`config.mk`:
```
export PLATFORM = sky130hd
export DESIGN_NAME = pc_redirect_unit
export DESIGN_NICKNAME = d
export VERILOG_FILES = /design/src/rtl/pc_redirect_unit.sv
export SDC_FILE = /design/constraint.sdc
export NUM_CORES = 1
export LEC_CHECK = 0
export ABC_AREA = 1
export CORE_MARGIN = 2
export CORE_UTILIZATION = 52
export DETAILED_ROUTE_END_ITERATION = 16
export MAX_ROUTING_LAYER = met4
export PLACE_DENSITY = 0.82
export SYNTH_ARGS = -nofsm -noshare
export SYNTH_HDL_FRONTEND = slang
export SYNTH_SLANG_ARGS = --single-unit
```
`constraint.sdc`:
```
create_clock -name clk -period 4.8 [get_ports clk]
set_clock_uncertainty 0.1 [all_clocks]
set_input_delay 1.44 -clock clk [delete_from_list [all_inputs] [get_ports clk]]
set_output_delay 1.44 -clock clk [all_outputs]
set_load 0.01 [all_outputs]
```
`src/rtl/pc_redirect_unit.sv`:
```
// Fetch-side program counter with taken-branch redirect and pipeline squash.
// Tracks misaligned targets and counts redirects (saturating).
module pc_redirect_unit #(
    parameter int              XLEN         = 64,
    parameter logic [XLEN-1:0] RESET_PC     = '0,
    parameter int              PC_STEP      = 4,
    parameter int              FLUSH_CYCLES = 2,
    parameter int              CNT_W        = 32
) (
    input  logic             clk,
    input  logic             reset,
    input  logic             stall,
    input  logic             branch_taken,
    input  logic [XLEN-1:0]  branch_target,
    input  logic             fetch_ready,
    output logic [XLEN-1:0]  pc_out,
    output logic             fetch_valid,
    output logic             flush_ifid,
    output logic             flush_idex,
    output logic             misalign_err,
    output logic [CNT_W-1:0] taken_count
);

    localparam int FW = (FLUSH_CYCLES < 1) ? 1 : $clog2(FLUSH_CYCLES + 1);
    localparam logic [FW-1:0]    FC_V   = FW'(FLUSH_CYCLES);
    localparam logic [FW-1:0]    ONE_F  = FW'(1);
    localparam logic [XLEN-1:0]  STEP_V = XLEN'(PC_STEP);
    localparam logic [CNT_W-1:0] ONE_C  = CNT_W'(1);

    typedef enum logic [1:0] {
        BOOT  = 2'd0,
        RUN   = 2'd1,
        FLUSH = 2'd2
    } state_t;

    state_t           state_q, state_d;
    logic [FW-1:0]    cnt_q, cnt_d;
    logic [XLEN-1:0]  pc_d;
    logic             mis_d;
    logic [CNT_W-1:0] tc_d;
    logic             fv_d;
    logic             flush_d;
    logic             advance;

    assign advance = fetch_ready & ~stall;

    // Next-state, next-PC and bookkeeping for redirects and squashes
    always_comb begin
        state_d = state_q;
        cnt_d   = cnt_q;
        pc_d    = pc_out;
        mis_d   = misalign_err;
        tc_d    = taken_count;
        unique case (state_q)
            BOOT: begin
                state_d = RUN;
            end
            RUN: begin
                if (branch_taken) begin
                    pc_d    = {branch_target[XLEN-1:2], 2'b00};
                    mis_d   = misalign_err | (|branch_target[1:0]);
                    if (taken_count != '1) begin
                        tc_d = taken_count + ONE_C;
                    end
                    cnt_d   = FC_V;
                    state_d = FLUSH;
                end else if (advance) begin
                    pc_d = pc_out + STEP_V;
                end
            end
            FLUSH: begin
                if (advance) begin
                    pc_d = pc_out + STEP_V;
                end
                cnt_d = cnt_q - ONE_F;
                if (cnt_q <= ONE_F) begin
                    cnt_d   = '0;
                    state_d = RUN;
                end
            end
            default: begin
                cnt_d   = '0;
                state_d = BOOT;
            end
        endcase
        fv_d    = (state_d != BOOT);
        flush_d = (cnt_d != '0);
    end

    // State and registered outputs; reset abandons any flush in progress
    always_ff @(posedge clk or posedge reset) begin
        if (reset) begin
            state_q      <= BOOT;
            cnt_q        <= '0;
            pc_out       <= RESET_PC;
            fetch_valid  <= 1'b0;
            flush_ifid   <= 1'b0;
            flush_idex   <= 1'b0;
            misalign_err <= 1'b0;
            taken_count  <= '0;
        end else begin
            state_q      <= state_d;
            cnt_q        <= cnt_d;
            pc_out       <= pc_d;
            fetch_valid  <= fv_d;
            flush_ifid   <= flush_d;
            flush_idex   <= flush_d;
            misalign_err <= mis_d;
            taken_count  <= tc_d;
        end
    end

endmodule

```
# After elaboration in Yosys (flattened, before gate mapping)
# Index checks and enable logic that the tools add are counted.
[word_totals] regBits=103 word_cells=33 in_bits=69
[classes] reduce_logical=7 bitwise=3 magnitude_cmp=1 n_addsub=3 eq_ne=3 mux=9
[op_table] op="64-bit two-way mux" n=2
[op_table] op="64-bit case mux with 2 select lines" n=1
[op_table] op="64-bit by 3-bit adder with 64-bit output (second input constant)" n=1
[op_table] op="32-bit by 1-bit adder with 32-bit output (second input constant)" n=1
[op_table] op="32-bit inequality test (second input constant)" n=1
[op_table] op="2-bit case mux with 3 select lines" n=2
[op_table] op="2-bit two-way mux" n=4
[op_table] op="2-bit nonzero test" n=3
[op_table] op="3-bit AND reduction" n=1
[op_table] op="2-bit by 1-bit equality test with 1-bit output (second input constant)" n=1
[op_table] op="2-bit equality test (second input constant)" n=1
[op_table] op="2-bit by 1-bit <= comparator with 1-bit output (second input constant)" n=1
[op_table] op="2-bit zero test" n=1
[op_table] op="2-bit AND reduction" n=1
[op_table] op="2-bit OR reduction" n=1
[op_table] op="2-bit by 1-bit subtractor with 2-bit output (second input constant)" n=1
[op_table] op="1-bit bitwise AND" n=1
[op_table] op="1-bit NOT" n=1
[op_table] op="1-bit OR" n=1

# Depth between registers and ports, before layout
# Gate-level depths: netlist of the first run.
[depth] word_depth=5 ltp_mapped=13

# Least setup slack after synthesis of the first run
# Ideal clock, no wire load.
[synth_timing] path_type="input to register" from="input stall" to="register pc_out[50]" n_path_buf=1 slack_ns=2.140 t_arrival_ns=2.444 cell_stages=11 required_ns=4.584 cell_sequence="inv_1 -> nand2_1 -> buf_4 -> nor2_4 -> nand2_2 -> nor2_4 -> nand2_1 -> o21ai_0 -> nand3_1 -> nand2_1 -> nand2_1"
[synth_via] elab_chain_len=5
[synth_rtl] element="from (decl)" line="12" source="input logic stall,"
[synth_rtl] element="1-bit NOT (*)" line="45" source="assign advance = fetch_ready & ~stall;"
[synth_rtl] element="1-bit bitwise AND (*)" line="45"
[synth_rtl] element="64-bit two-way mux (*)"
[synth_rtl] element="64-bit two-way mux"
[synth_rtl] element="64-bit case mux with 2 select lines (*)"
[synth_rtl] element="to (signal assigned)" line="104" source="pc_out <= pc_d;"
[synth_rtl] element="to (decl)" line="16" source="output logic [XLEN-1:0] pc_out,"
# Every way passes the cells marked *; elsewhere a longest branch is shown, timed or not.
# A chain may end at the register's enable or synchronous reset.

# Final worst setup path of the first run
[layout_timing] from="input fetch_ready" to="register pc_out[24]"
[layout_via] elab_chain_len=4
[layout_rtl] element="from (decl)" line="15" source="input logic fetch_ready,"
[layout_rtl] element="1-bit bitwise AND (*)" line="45"
[layout_rtl] element="64-bit two-way mux (*)"
[layout_rtl] element="64-bit two-way mux"
[layout_rtl] element="64-bit case mux with 2 select lines (*)"
# Marks and branches as above.

==> results.cfg, run 1 <==
[run_status]
status = complete, no violations

[clock_tree]
path_clk_slew_ps = 80
cts_buffer_depth = 2
cts_setup_buffers = 0
cts-resized-gates = 0
tritoncts = done
cts_root_buf = clkbuf_16
cts_hold_buf = 0
h-tree-depth = 3
cts_sinks = 101
cts_buffers = 9
clock_latency_ps = 370

[setup_path]
worst_setup_path_end_kind = flop
worstReg2RegEnd = taken_count[30]
arrival_ps = 3590
reg2reg_slack_ps = 2240
crit_type = in -> reg
path_max_fanout = 12
crit_required_ps = 4930
startpoint_type = primary input
r2r_start = taken_count[1]
ff2ff_path_depth = 10

[place]
io_buffers = 166
gp_congestion = 1.040
post-place-ws_ps = 1015
dpl_cell_area_sq_mm = 0.009405
dp_hpwl_microns = 19320

[layout]
diodes = 0
final_area_sq_mm = 0.009727
layout-drive-gt1-share_pct = 4.724
postLayoutCoreUtil_pct = 67.44
final_nets = 1446
area.growth.synth_to_final_pct = 27.42

[synth]
synth_fa_ha_area_share_pct = 0.9834
synth_top_family_by_area = simple AND/OR/NAND/NOR gates
synthCells = 1222
synth_top_area_share_pct = 33.11
synth-compound-area-share_pct = 10.39
synth.mux.area_fraction_pct = 0
ys_ff_latch = 101
syn_avg_cell_area_sq_um = 6.247
synth_ff_type = dfrtp_1
synthArstFlopShare_pct = 100.0
synthTopCellsByArea = dfrtp_1, nand2_1, nor2_1
yosys_warnings = 0
netlist_area_sq_mm = 0.007634
synth_top_area_cell = dfrtp_1
seq_area_frac_synth_pct = 33.11
synthXorXnorAreaFrac_pct = 4.245
synth.distinct_cells = 42
synth-edff-count = 0
synthSimpleGateAreaFrac_pct = 41.09

[route]
routed_wl_microns = 25250
drc = 0
vias = 8426
drtPass1Iterations = 6
dr.first_iter.drc_count = 777
ant_nets = 0
vias_per_cell = 5.401
wire_per_inst_microns = 16.18

[floorplanning]
rows = 44
coreArea_sq_mm = 0.01442
die-width_microns = 125.2
initial_utilization_pct = 52.92
ios = 169
die_height_microns = 125.2
dieArea_sq_mm = 0.01567

[timing]
relSlewSlack_pct = 45.68
setup_viol = 0
hold_viol = 0
rsz0062_at_grt = false
drv_slew = 0
fin_ws_ps = 1345
tns_ps = 0
min_period_over_period_pct = 71.99
fin_crit_ps = 3455
worst_slew_pin_slew_ps = 813.6
max_freq_mhz = 289.4

[power_and_ir_drop]
power.total_mw = 5.605
total_leakage_power_nw = 4.436
ir_drop_v = 0.0003207
power_density_mw_per_mm2 = 576.2

[hold_path]
whs_path_depth = 1
min_from = misalign_err
hold_path_class = reg -> reg
min_to = misalign_err

[flow_run]
maxCapViolations = 0

[grt]
grt_pass1_vias = 7876
grtUsageTotal_pct = 33.33
grt_pass1_wl_microns = 40660
grt_remaining_overflow = 0
antenna_found_initial = 0
grt_max_degree = 52
[cell usage in the layout, fill, tap and decap left out, types with 18 or more instances in the layout]
cell	synthesis	final
nor3_1	24	24
dfrtp_1	101	101
inv_1	145	143
nand4_1	18	18
nand3_1	70	70
o21ai_0	90	90
clkdlybuf4s50_1	0	166
nor2_1	153	153
xor2_1	28	28
nand2_1	431	431
o21ai_1	19	19
[stage by stage]
stage	hold slack [ps]	instances
after floorplan	362.4	1223
after global placement	358.0	1544
after detailed placement	360.9	1544
after CTS	393.9	1560
after global routing	420.0	1560
final	391.4	1560
[kinds of logic (layout without fill, tap and decap cells)]
logic type | count (synthesis) | in the layout
AO/OA/AOI/OAI | 147 | 147
XOR/XNOR | 37 | 37
adder cells (fa/ha/maj) | 6 | 6
buffers and inverters | 187 | 340
flip-flops | 101 | 101
other | 1 | 2
AND/OR/NAND/NOR | 743 | 743
[layout make-up]
cell class              instances  area [sq um]
clock inverters                 7         96.34
clock buffers                   9         225.2
repair buffers                173          1739
well taps                     184         230.2
multi-input cells             935          4339
flip-flops and latches        101          2527
fillers                      1323          4697
inverters                     151         569.3
[state kept, by name, summed over array words and instances, names as in the netlist]
register,flops
fetch_valid,1
misalign_err,1
state_q,2
taken_count,32
flush_idex,1
pc_out,62
cnt_q,2
[worst max-delay path by stage]
| stage | end | cells past startpoint | slack, ps | from |
|---|---|---|---|---|
| 3_5_place_dp | pc_out[24] | 12 | 1010 | fetch_ready |
| 5_1_grt | pc_out[24] | 13 | 1190 | stall |
| 4_1_cts | pc_out[24] | 12 | 1400 | fetch_ready |
| 6_report | pc_out[24] | 12 | 1340 | fetch_ready |
| 3_3_place_gp | pc_out[24] | 12 | 1140 | fetch_ready |
| 2_1_floorplan | cnt_q[0] | 1 | 610 | reset |
[power breakdown]
part	total (mW)	switching [mW]	internal, mW	leakage [nW]
combinational	3.05	1.76	1.29	3.03
sequential	1.76	0.551	1.21	1.26
clock	0.799	0.380	0.418	0.152
total	5.60	2.69	2.92	4.44
[critical path, stage by stage]
cell	delay [ps]
clkdlybuf4s50_1	460
nand2_1	340
inv_1	530
nand2_1	130
nor2_1	160
nand2_1	80
nor2_1	130
nand2_1	70
nand2_1	70
nand2_1	40
nand2_1	60
o21ai_1	60
[routing by layer]
layer,routed length (microns),up-vias,GRT usage (%)
met5,0,-,-
met4,932,0,13.27
met3,1649,64,5.006
met1,10800,3839,42.43
met2,11870,396,53.68
li1,-,4127,-
[Yosys cell counts (4+ instances only)]
cell      instances
dfrtp_1         101
o21bai_1         10
nor2_2           11
clkbuf_1         20
buf_4             4
nand4_1          18
nor2_4            7
buf_2             5
ha_1              6
or2_2             5
nor2_1          153
nand2_1         431
nor3_1           24
inv_2             6
xnor2_1           9
o22ai_1           7
xor2_1           28
o21ai_0          90
a21oi_1          12
nand3b_1         11
inv_1           145
o21ai_1          19
nand2_2           6
nand3_1          70
(Power assumes the default switching activity.)
==> inputs of run 2 (changes only) <==
- clock period: 4.8 -> 3.3 ns (I/O delays scaled with it)
==> run 2 against run 1 <==
  * Register-to-register slack got worse by 1200 ps
  * Non-clock buffer count rose by 6
  * Core utilization rose by 0.26 points
  * Combinational power rose by 47%
  * Critical endpoint unchanged
  * Largest power group unchanged
==> results.cfg, run 2 (synthesis results as in run 1) <==
[setup_path]
arrival_ps = 2900
slowest_delay_ps = 450
crit_type = in -> reg
r2r_start = pc_out[2]
reg2reg_slack_ps = 1000
slowest_stage = clkdlybuf4s50_1
crit_required_ps = 3450
worst_setup_path_end_kind = flop
ff2ff_path_depth = 12
path_max_fanout = 12
startpoint_type = primary input
cp_common_cell = nand2_1
crit_chain = clkdlybuf4s50_1 -> nand2_1 -> inv_1 -> nand2_1 -> nor2_1 -> nand2_1 -> nor2_1 -> nand2_1 -> nand2_1 -> nand2_1 -> nand2_1 -> o21ai_1
worstReg2RegEnd = pc_out[56]

[hold_path]
whs_path_depth = 1
min_to = misalign_err
hold_path_class = reg -> reg
min_from = misalign_err

[timing]
fin_crit_ps = 2751
max_freq_mhz = 363.5
worst_slew_pin_slew_ps = 861.9
setup_viol = 0
min_period_over_period_pct = 83.37
hold_viol = 0
tns_ps = 0
relSlewSlack_pct = 42.46
drv_slew = 0
rsz0062_at_grt = false

[clock_tree]
clock_latency_ps = 370
cts_root_buf = clkbuf_16
h-tree-depth = 3
cts_buffer_depth = 2
cts_buffers = 9
cts-resized-gates = 0
tritoncts = done
cts_sinks = 101
cts_setup_buffers = 0
cts_hold_buf = 0
path_clk_slew_ps = 80

[route]
drc = 0
vias = 8472
ant_nets = 0
vias_per_cell = 5.410
dr.first_iter.drc_count = 754
routed_wl_microns = 25600
drtPass1Iterations = 5
wire_per_inst_microns = 16.35

[grt]
grt_max_degree = 80
grtUsageTotal_pct = 33.59
antenna_found_initial = 0
grt_pass1_vias = 8021
grt_remaining_overflow = 0
grt_pass1_wl_microns = 40890

[power_and_ir_drop]
power_density_mw_per_mm2 = 839.2
power.total_mw = 8.195
total_leakage_power_nw = 4.463
ir_drop_v = 0.0006446

[layout]
final_common_cell = nand2_1
reg.largest.list = pc_out x62, taken_count x32
area.growth.synth_to_final_pct = 27.91
final_nets = 1452
regMostFlops = pc_out
layout_common_cells = nand2_1, clkdlybuf4s50_1, nor2_1
diodes = 0
largest_register_ffs = 62
layout-drive-gt1-share_pct = 5.137

[floorplanning]
dieArea_sq_mm = 0.01567
coreArea_sq_mm = 0.01442
initial_utilization_pct = 52.92
die-width_microns = 125.2
die_height_microns = 125.2
rows = 44
ios = 169

[flow_run]
maxCapViolations = 0

[place]
dp_hpwl_microns = 19740
gp_congestion = 0.9884
io_buffers = 166

[run_status]
status = complete, no violations
-- run 2: per-layer routing --
layer  vias up  wire length [microns]  part of all wire, %  global-route usage (%)
li1       4143                      -                    -                       -
met1      3871                  10790                   42                   42.75
met2       392                  12020                   47                   54.99
met3        66                   1813                  7.1                   3.594
met4         0                    973                  3.8                   13.79
met5         -                      0                    0                       -
-- run 2: worst max-delay path, delay by kind of cell --
kind | cells | cell delay (ps)
and+or+nand+nor | 9 | 970
buffers and inverters | 2 | 890
AOI/OAI and AO/OA | 1 | 50
-- run 2: stage by stage --
step	area (sq um)	hold WS, ps	util [%]	instances	setup WS [ps]
floorplan	7641	362.4	-	1223	1006
global placement	9452	358.6	65.53	1550	300.8
detailed placement	9452	370.4	65.53	1550	248.4
CTS	9764	391.7	67.70	1566	596.3
global route	9764	411.7	67.70	1566	352.8
finish	9764	382.9	67.70	1566	548.9
-- run 2: area by class of cell --
type / instances / area (sq um)
Clock buffer: 9 / 225.2
Clock inverter: 7 / 87.58
Fill cell: 1323 / 4659
Inverter: 151 / 570.5
Multi-Input combinational cell: 935 / 4339
Sequential cell: 101 / 2527
Tap cell: 184 / 230.2
Timing Repair Buffer: 179 / 1784
-- run 2: how the worst max path moves through the flow --
stage	from	end	slack, ps	cells past startpoint
6_report	fetch_ready	pc_out[24]	550	12
4_1_cts	fetch_ready	pc_out[24]	600	12
3_3_place_gp	fetch_ready	pc_out[24]	300	12
2_1_floorplan	reset	cnt_q[0]	1010	1
5_1_grt	fetch_ready	pc_out[24]	350	12
3_5_place_dp	fetch_ready	pc_out[24]	250	12
-- run 2: power breakdown --
group | switching (mW) | internal (mW) | leakage, nW | total (mW)
sequential | 0.807 | 1.76 | 1.26 | 2.56
clock | 0.555 | 0.609 | 0.154 | 1.16
combinational | 2.58 | 1.89 | 3.05 | 4.47
==> inputs of run 3 (changes only) <==
- clock period: 3.3 -> 2.8 ns (I/O delays scaled with it)
==> run 3 against run 2 <==
  * Count of clock-buffer cells in the layout stayed put
  * Via count is 0.99% lower
  * Largest power group unchanged
  * First-iteration DRC count is 13% lower
  * Power is 17% higher
  * Register-to-register slack worse by 490 ps
  * Core utilization is 0.95 points higher
  * Final cell count is 0.96% higher
==> results.cfg, run 3 (synthesis results as in run 1) <==
[run_status]
status = complete, no violations

[grt]
grtUsageTotal_pct = 33.80
antenna_found_initial = 0
grt_remaining_overflow = 0
grt_pass1_wl_microns = 41230
grt_pass1_vias = 8015
grt_max_degree = 102

[setup_path]
slowest_delay_ps = 460
cp_common_cell = nand2_1
path_max_fanout = 5
path_buf_inv = 1
startpoint = fetch_ready
startpoint_type = primary input
crit_required_ps = 2960
arrival_ps = 2600
crit_chain = clkdlybuf4s50_1 -> nand2_1 -> nor2_2 -> nand2_1 -> nor2_4 -> nand2_1 -> o21ai_0 -> nand3_1 -> nand2_1 -> nand2_1
crit_type = in -> reg
ff2ff_path_depth = 10
worstReg2RegEnd = pc_out[32]
endpoint = pc_out[37]
slowest_stage = clkdlybuf4s50_1
path_depth = 10
r2r_start = pc_out[3]
worst_setup_path_end_kind = flop
reg2reg_slack_ps = 510
critical-path-top-delay-family = simple AND/OR/NAND/NOR gates

[layout]
regMostFlops = pc_out
final_common_cell = nand2_1
area.growth.synth_to_final_pct = 29.70
final_area_sq_mm = 0.009901
layout-drive-gt1-share_pct = 6.156
diodes = 0
final_nets = 1467
largest_register_ffs = 62
reg.largest.list = pc_out x62, taken_count x32
layout_common_cells = nand2_1, clkdlybuf4s50_1, nor2_1
fin_cells = 1581
postLayoutCoreUtil_pct = 68.64

[route]
drc = 0
routed_wl_microns = 25520
dr.first_iter.drc_count = 656
drtPass1Iterations = 8
vias_per_cell = 5.306
wire_per_inst_microns = 16.14
ant_nets = 0
vias = 8388

[power_and_ir_drop]
power_density_mw_per_mm2 = 971.0
total_leakage_power_nw = 4.532
ir_drop_v = 0.0008602
power.total_mw = 9.613

[place]
io_buffers = 166
gp_congestion = 0.9775
dp_hpwl_microns = 19840
dpl_cell_area_sq_mm = 0.009602
dp_cells = 1565
post-place-ws_ps = -19.54

[timing]
max_freq_mhz = 409.8
tns_ps = 0
worst_slew_pin_slew_ps = 853.4
whs_ps = 383.0
rsz0062_at_grt = false
setup_viol = 0
min_period_over_period_pct = 87.15
fin_crit_ps = 2440
relSlewSlack_pct = 43.11
fin_ws_ps = 359.7
hold_viol = 0
drv_slew = 0

[clock_tree]
cts_root_buf = clkbuf_16
cts_buffer_depth = 2
cts_sinks = 101
cts_buffers = 9
cts_hold_buf = 0
path_clk_slew_ps = 80
h-tree-depth = 3
clock_latency_ps = 360
cts-resized-gates = 0
cts_setup_buffers = 0
tritoncts = done

[floorplanning]
dieArea_sq_mm = 0.01567
ios = 169
coreArea_sq_mm = 0.01442
die-width_microns = 125.2
die_height_microns = 125.2
rows = 44
initial_utilization_pct = 52.92

[hold_path]
hold_path_class = reg -> reg

[flow_run]
maxCapViolations = 0
run 3: how the worst min path moves through the flow:
stage / startpoint / cells after the start / end / slack (ps)
finish: misalign_err / 1 / misalign_err / 380
detailed placement: misalign_err / 1 / misalign_err / 370
CTS: misalign_err / 1 / misalign_err / 390
floorplan: cnt_q[0] / 1 / cnt_q[0] / 360
global placement: misalign_err / 1 / misalign_err / 360
global route: misalign_err / 1 / misalign_err / 420
run 3: final cells by class:
type                            instances  area, sq um
Fill cell                            1354         4523
Clock buffer                            9        225.2
Multi-Input combinational cell        935         4339
Sequential cell                       101         2527
Timing Repair Buffer                  194         1934
Inverter                              151        570.5
Tap cell                              184        230.2
Clock inverter                          7        73.82
run 3: worst register-to-register path, delay by kind of cell (launching register included):
family                     cells  cell delay, ps
and+or+nand+nor                8            1190
DFF                            1             440
adders and majority gates      1             260
AOI/OAI and AO/OA              1             190
run 3: where the power goes:
part | total [mW] | internal, mW | leakage (nW) | switching (mW)
Clock | 1.27 | 0.626 | 0.138 | 0.648
Combinational | 5.36 | 2.29 | 3.14 | 3.06
Sequential | 2.98 | 2.07 | 1.26 | 0.912
Total | 9.61 | 4.99 | 4.53 | 4.62
run 3: metal layers:
metal	share of wire, %	global-route usage (%)	wire length, microns	up-vias
met1	43	43.73	11030	3843
met3	5.5	4.964	1406	55
met5	0	-	0	-
met2	49	55.75	12410	317
li1	-	-	-	4173
met4	2.7	9.281	678	0
